--- src/rtl/imem_loader_pkg.sv ---
// Shared constants for the instruction-memory loader: FSM encodings, stream
// format limits and the length-word validity check.
package imem_loader_pkg;

  localparam int unsigned WORD_W = 16;

  localparam logic [2:0] ST_LEN   = 3'd0;
  localparam logic [2:0] ST_DATA  = 3'd1;
  localparam logic [2:0] ST_CHECK = 3'd2;
  localparam logic [2:0] ST_DONE  = 3'd3;
  localparam logic [2:0] ST_ERR   = 3'd4;

  localparam logic [WORD_W-1:0] LEN_MIN = 16'd1;

  // A length is usable when it is non-zero and fits the memory without wrapping.
  function automatic logic len_ok(input logic [WORD_W-1:0] n, input int unsigned aw);
    logic [31:0] depth;
    depth = 32'd1 << aw;
    return (n >= LEN_MIN) && ({16'd0, n} <= depth);
  endfunction

endpackage

--- src/rtl/imem_loader_if.sv ---
// Loader bus: upstream word stream, restart request, instruction-memory write
// port and the processor reset/status it drives.
interface imem_loader_if #(parameter int ADDR_W = 8);
  import imem_loader_pkg::*;

  logic              in_valid;
  logic [WORD_W-1:0] in_data;
  logic              in_ready;
  logic              load_req;
  logic              imem_we;
  logic [ADDR_W-1:0] imem_addr;
  logic [WORD_W-1:0] imem_wdata;
  logic              core_rst_n;
  logic              done;
  logic              error;
  logic [ADDR_W:0]   words_loaded;

  modport master (
    output in_valid, in_data, load_req,
    input  in_ready, imem_we, imem_addr, imem_wdata, core_rst_n, done, error, words_loaded
  );

  modport slave (
    input  in_valid, in_data, load_req,
    output in_ready, imem_we, imem_addr, imem_wdata, core_rst_n, done, error, words_loaded
  );

endinterface

--- src/rtl/imem_ld_csum.sv ---
// Running 16-bit checksum of the data words; clear takes priority over add.
module imem_ld_csum
  import imem_loader_pkg::*;
(
  input  logic              clk,
  input  logic              rst,
  input  logic              i_clr,
  input  logic              i_add_en,
  input  logic [WORD_W-1:0] i_data,
  output logic [WORD_W-1:0] o_sum
);

  logic [WORD_W-1:0] r_sum;

  // Accumulate modulo 2^16.
  always_ff @(posedge clk) begin
    if (rst) begin
      r_sum <= 16'd0;
    end else if (i_clr) begin
      r_sum <= 16'd0;
    end else if (i_add_en) begin
      r_sum <= r_sum + i_data;
    end else begin
      r_sum <= r_sum;
    end
  end

  assign o_sum = r_sum;

endmodule

--- src/rtl/imem_loader.sv ---
// Boot loader: takes a length/data/checksum word stream, writes the data into
// instruction memory and releases the processor reset only on a good image.
module imem_loader
  import imem_loader_pkg::*;
#(
  parameter int ADDR_W = 8
) (
  input  logic          clk,
  input  logic          rst,
  imem_loader_if.slave  bus
);

  logic [2:0]        r_state;
  logic [2:0]        w_next;
  logic [ADDR_W:0]   r_len;
  logic [ADDR_W:0]   r_cnt;
  logic              r_we;
  logic [ADDR_W-1:0] r_addr;
  logic [WORD_W-1:0] r_wdata;
  logic              r_done;
  logic              r_error;
  logic              r_core_rst_n;

  logic              w_accepting;
  logic              w_beat;
  logic              w_restart;
  logic              w_last;
  logic              w_len_ok;
  logic              w_csum_clr;
  logic              w_csum_add;
  logic [WORD_W-1:0] w_sum;

  assign w_accepting = (r_state == ST_LEN) || (r_state == ST_DATA) || (r_state == ST_CHECK);
  assign bus.in_ready = w_accepting && !rst;
  assign w_beat      = bus.in_valid && bus.in_ready;
  assign w_restart   = bus.load_req && ((r_state == ST_DONE) || (r_state == ST_ERR));
  assign w_last      = ((r_cnt + {{ADDR_W{1'b0}}, 1'b1}) == r_len);
  assign w_len_ok    = len_ok(bus.in_data, ADDR_W);
  assign w_csum_clr  = (r_state == ST_LEN) && w_beat && w_len_ok;
  assign w_csum_add  = (r_state == ST_DATA) && w_beat;

  imem_ld_csum u_csum (
    .clk      (clk),
    .rst      (rst),
    .i_clr    (w_csum_clr),
    .i_add_en (w_csum_add),
    .i_data   (bus.in_data),
    .o_sum    (w_sum)
  );

  // Next-state decode; the sum seen in CHECK already includes the last data word.
  always_comb begin
    w_next = r_state;
    case (r_state)
      ST_LEN: begin
        if (w_beat) w_next = w_len_ok ? ST_DATA : ST_ERR;
        else        w_next = r_state;
      end
      ST_DATA: begin
        if (w_beat && w_last) w_next = ST_CHECK;
        else                  w_next = r_state;
      end
      ST_CHECK: begin
        if (w_beat) w_next = (bus.in_data == w_sum) ? ST_DONE : ST_ERR;
        else        w_next = r_state;
      end
      ST_DONE, ST_ERR: begin
        if (bus.load_req) w_next = ST_LEN;
        else              w_next = r_state;
      end
      default: w_next = ST_ERR;
    endcase
  end

  // State, write port and status registers.
  always_ff @(posedge clk) begin
    if (rst) begin
      r_state      <= ST_LEN;
      r_len        <= {(ADDR_W+1){1'b0}};
      r_cnt        <= {(ADDR_W+1){1'b0}};
      r_we         <= 1'b0;
      r_addr       <= {ADDR_W{1'b0}};
      r_wdata      <= 16'd0;
      r_done       <= 1'b0;
      r_error      <= 1'b0;
      r_core_rst_n <= 1'b0;
    end else begin
      r_state      <= w_next;
      r_done       <= (w_next == ST_DONE);
      r_error      <= (w_next == ST_ERR);
      r_core_rst_n <= (w_next == ST_DONE);
      r_we         <= 1'b0;
      if (w_csum_clr) begin
        r_len <= bus.in_data[ADDR_W:0];
        r_cnt <= {(ADDR_W+1){1'b0}};
      end else if (w_csum_add) begin
        r_we    <= 1'b1;
        r_addr  <= r_cnt[ADDR_W-1:0];
        r_wdata <= bus.in_data;
        r_cnt   <= r_cnt + {{ADDR_W{1'b0}}, 1'b1};
      end else if (w_restart) begin
        r_cnt <= {(ADDR_W+1){1'b0}};
      end else begin
        r_cnt <= r_cnt;
      end
    end
  end

  assign bus.imem_we      = r_we;
  assign bus.imem_addr    = r_addr;
  assign bus.imem_wdata   = r_wdata;
  assign bus.done         = r_done;
  assign bus.error        = r_error;
  assign bus.core_rst_n   = r_core_rst_n;
  assign bus.words_loaded = r_cnt;

endmodule

--- src/flat_wrapper.sv ---
// flat-port wrapper written by rule: the top's interface ports become plain ports
module imem_loader_flat import imem_loader_pkg::*;
#(
  parameter int ADDR_W = 8
)
  (clk, rst, bus_in_valid, bus_in_data, bus_load_req, bus_in_ready, bus_imem_we, bus_imem_addr, bus_imem_wdata, bus_core_rst_n, bus_done, bus_error, bus_words_loaded);
  imem_loader_if #(.ADDR_W(ADDR_W)) bus_i ();
  input  logic clk;
  input  logic rst;
  input wire logic [$bits(bus_i.in_valid)-1:0] bus_in_valid;
  input wire logic [$bits(bus_i.in_data)-1:0] bus_in_data;
  input wire logic [$bits(bus_i.load_req)-1:0] bus_load_req;
  output wire logic [$bits(bus_i.in_ready)-1:0] bus_in_ready;
  output wire logic [$bits(bus_i.imem_we)-1:0] bus_imem_we;
  output wire logic [$bits(bus_i.imem_addr)-1:0] bus_imem_addr;
  output wire logic [$bits(bus_i.imem_wdata)-1:0] bus_imem_wdata;
  output wire logic [$bits(bus_i.core_rst_n)-1:0] bus_core_rst_n;
  output wire logic [$bits(bus_i.done)-1:0] bus_done;
  output wire logic [$bits(bus_i.error)-1:0] bus_error;
  output wire logic [$bits(bus_i.words_loaded)-1:0] bus_words_loaded;
  assign bus_i.in_valid = bus_in_valid;
  assign bus_i.in_data = bus_in_data;
  assign bus_i.load_req = bus_load_req;
  assign bus_in_ready = bus_i.in_ready;
  assign bus_imem_we = bus_i.imem_we;
  assign bus_imem_addr = bus_i.imem_addr;
  assign bus_imem_wdata = bus_i.imem_wdata;
  assign bus_core_rst_n = bus_i.core_rst_n;
  assign bus_done = bus_i.done;
  assign bus_error = bus_i.error;
  assign bus_words_loaded = bus_i.words_loaded;
  imem_loader #(.ADDR_W(ADDR_W)) u_core (.clk(clk), .rst(rst), .bus(bus_i));
endmodule
--- config.mk ---
export PLATFORM = sky130hd
export DESIGN_NAME = imem_loader_flat
export DESIGN_NICKNAME = d
export VERILOG_FILES = /design/src/rtl/imem_loader_pkg.sv /design/src/rtl/imem_loader_if.sv /design/src/rtl/imem_ld_csum.sv /design/src/rtl/imem_loader.sv /design/src/flat_wrapper.sv
export SDC_FILE = /design/constraint.sdc
export NUM_CORES = 1
export LEC_CHECK = 0
export CAP_MARGIN = 20
export CORE_AREA = 2 2 83 85
export CTS_BUF_LIST = sky130_fd_sc_hd__clkbuf_4
export CTS_CLUSTER_SIZE = 28
export DETAILED_ROUTE_END_ITERATION = 12
export DIE_AREA = 0 0 85 87
export PLACE_DENSITY = 0.81
export RECOVER_POWER = 50
export SLEW_MARGIN = 10
export SYNTH_ARGS = -nofsm -noshare
export SYNTH_HDL_FRONTEND = slang
export SYNTH_SLANG_ARGS = --single-unit
--- constraint.sdc ---
create_clock -name clk -period 4.2 [get_ports clk]
set_input_delay 1.05 -clock clk [delete_from_list [all_inputs] [get_ports clk]]
set_output_delay 1.05 -clock clk [all_outputs]
set_load 0.01 [all_outputs]
==> results of run 1 <==
layer usage:
| layer | share of wire | global-route usage | routed length (um) | vias up |
|---|---|---|---|---|
| met4 | 0.027 | 0.104 | 242 | 0 |
| li1 | - | - | - | 1627 |
| met2 | 0.49 | 0.426 | 4360 | 85 |
| met3 | 0.043 | 0.0427 | 384 | 16 |
| met1 | 0.44 | 0.308 | 3890 | 1532 |
| met5 | 0 | 0 | 0 | - |
state kept, by name (all words and copies together), names as in the netlist:
name and flops:
u_core.u_csum.o_sum 16, u_core.bus.imem_addr 8, u_core.r_state 3, u_core.bus.imem_we 1, u_core.r_len 9, u_core.bus.words_loaded 9, u_core.bus.imem_wdata 16, u_core.bus.error 1
u_core.bus.core_rst_n 1
cells by family after synthesis:
logic type      Yosys count
compound gates          112
xor+xnor                 20
fa+ha+maj                17
buf+inv                  34
flops                    64
mux                       9
simple gates            174
cell usage in the layout, fill, tap and decap left out, types with 7 or more instances in the layout:
cell,n
nor3_1,10
a21oi_1,53
clkbuf_4,9
and3_1,7
nand2_1,73
a21o_1,7
dlygate4sd3_1,38
dfxtp_1,64
inv_1,8
clkdlybuf4s50_1,19
xor2_1,8
xnor2_1,11
o21ai_0,10
mux2i_1,9
nor2_1,30
nor2b_1,7
ha_1,16
cell type report:
| type | instances | area, um2 |
|---|---|---|
| Tap cell | 80 | 100 |
| Timing Repair Buffer | 61 | 598 |
| Clock buffer | 9 | 67.6 |
| Fill cell | 560 | 2330 |
| Inverter | 8 | 30.0 |
| Sequential cell | 64 | 1280 |
| Clock inverter | 7 | 71.3 |
| Multi-Input combinational cell | 332 | 2090 |
path summary, 6_finish.rpt:
check / depth (start not counted) / slack, ps / from / to
worst min-delay path: 2 / 460 / u_core.bus.imem_addr[7]$_SDFFE_PP0P_ / u_core.bus.imem_addr[7]$_SDFFE_PP0P_
worst min register to register: 2 / 460 / u_core.bus.imem_addr[7]$_SDFFE_PP0P_ / u_core.bus.imem_addr[7]$_SDFFE_PP0P_
worst max-delay path: 3 / 610 / rst / bus_in_ready
worst max register to register: 7 / 1440 / u_core.r_state[0]$_SDFF_PP0_ / u_core.u_csum.o_sum[14]$_SDFFE_PP0P_
metrics by stage:
step / instance area, um2 / hold slack, ps / setup WS, ps / utilization
after global placement: 4100 / 442 / 660 / 0.624
after global routing: 4240 / 473 / 553 / 0.645
after CTS: 4240 / 465 / 728 / 0.645
after floorplan: 3510 / 436 / 1440 / -
after detailed placement: 4100 / 447 / 633 / 0.624
final: 4240 / 457 / 605 / 0.645
critical path, stage by stage:
cell             delay, ps
dlygate4sd3_1          600
a211oi_2               310
clkdlybuf4s50_1        590
report_power, final:
part	leakage [nW]	internal (mW)	switching, mW
clock	0.0700	0.181	0.236
combinational	1.07	0.0353	0.0459
sequential	0.516	0.608	0.00165
total	1.66	0.824	0.283
==> impl_results.md, run 1 <==
- Synth cell types: 60
- Largest family of logic cells by synthesized area: simple AND/OR/NAND/NOR gates
- CTS resizes: 0
- Hold Buf Count CTS: 0
- Initial antenna violation count: 0
- Setup TNS: 0 ps
- Post-synthesis mux area share: 0.0256
- Main synth FF type: dfxtp_1
- Routed wire per std cell: roughly 16 um
- Worst EP arrival: roughly 2500 ps
- Pwr Total: roughly 1.1 mW
- Outcome: finished, final reports clean
- Routed vias/inst: between 5 and 6
- Post-CTS Setup Inserts: 0
- Post-Synth Simple-Gate Area: 0.242
- DRT iter0 DRCs: a little under 200
- Congestion Overflow GR: 0
- ANT nets after route: 0
- Final GP Congestion: roughly 0.9
- Hold Crit Class: reg2reg
- Critical path class: in2out
- Via count: between 3000 and 4000
- Final setup viols: 0
- Fin. max-slew vios: 0
- Critical Path RT: between 3000 and 4000 ps
- Synth top area share: 0.365
- Fmax achieved: about 0.28 GHz
- Longest Clk Path Bufs: 2
- Pwr per Cell Area: 261 mW/mm2
- Htree depth: 3
- YS warnings: 0
- Clock-pin slew on the worst setup and hold paths: roughly 110 ps
- Synthesized flop and latch total: 64
- Top post-synthesis cells by area: dfxtp_1 36%, nand2_1 7.8%, a21oi_1 7.5%
- Compound-Gate Fraction of Synth Area: 0.208
- Number of remaining DRC errors: 0
- Layout cells sized above 1: 0.0644
- Post-Syn Area: about 0.0035 mm2
- Inst Count DP: approximately 550
- CTS tree: built
- Max cap viols: 0
- First-pass iteration count of the detailed router: 4
- Crit start category: input pin
- Synth async-reset ratio: 0
- Worst Path Max Fanout: 4
- Xor/xnor cell area share of the yosys netlist: 0.0552
- DIE AREA: between 0.007 and 0.008 mm2
- RSZ-0062 raised after global routing: false
- Cell Count, Final, Fillers Out: around 560
- EDFF count, synth: 0
- Die Span X: about 85 um
- Initial Util: 0.535
- Root buffer cell: clkbuf_4
- Worst slew pin tran: roughly 1200 ps
- Final Cycle Share: 0.856
- Chip Height: a little under 90 um
- Top-count cell post-synth: nand2_1
- VDD IR max: roughly 0.17 mV
- Synth-to-Final Area Change: 20.5%
- Cells after synthesis: between 400 and 500
- Core area: roughly 0.0066 mm2
- Synth Net Count: between 400 and 500
- Number of diodes: 0
- Critical Path End Type: output pin
- Final hold vios: 0
- Sequential area share after synthesis: 0.365
- Synth cell count leaders: 73 x nand2_1, 64 x dfxtp_1, 53 x a21oi_1
- Rows: 30
- Worst skew pair latency: 410 ps
- Nets@finish: around 510
- Worst Skew: about 13 ps
- Largest net degree at the start of global routing: 62
- CTS Buf Count: 9
- Port bufs: 57
- Tmin final: 3590 ps
- Post-synth top area cell: dfxtp_1
- Ports: 58
- Vias in the first global route: between 3000 and 4000
- Fraction of the mapped netlist area in adder cells: 0.0627
- Syn avg cell area: 8.17 um2
- DPL Wire Length: about 6400 um
- Slew HR: 0.192
- Final WL: 8880 um
- Lkg Pwr: about 1.7 nW
- Global-route wire length before repair: ~15000 um
- Gr usage total: 0.248
- Clk sink count: between 60 and 70
(Power assumes the default switching activity.)
==> run 2, diff against run 1 <==
- SLEW_MARGIN: 10 -> 20
==> results of run 2 <==
The final DEF is identical to that of run 1; final timing and power are the same.
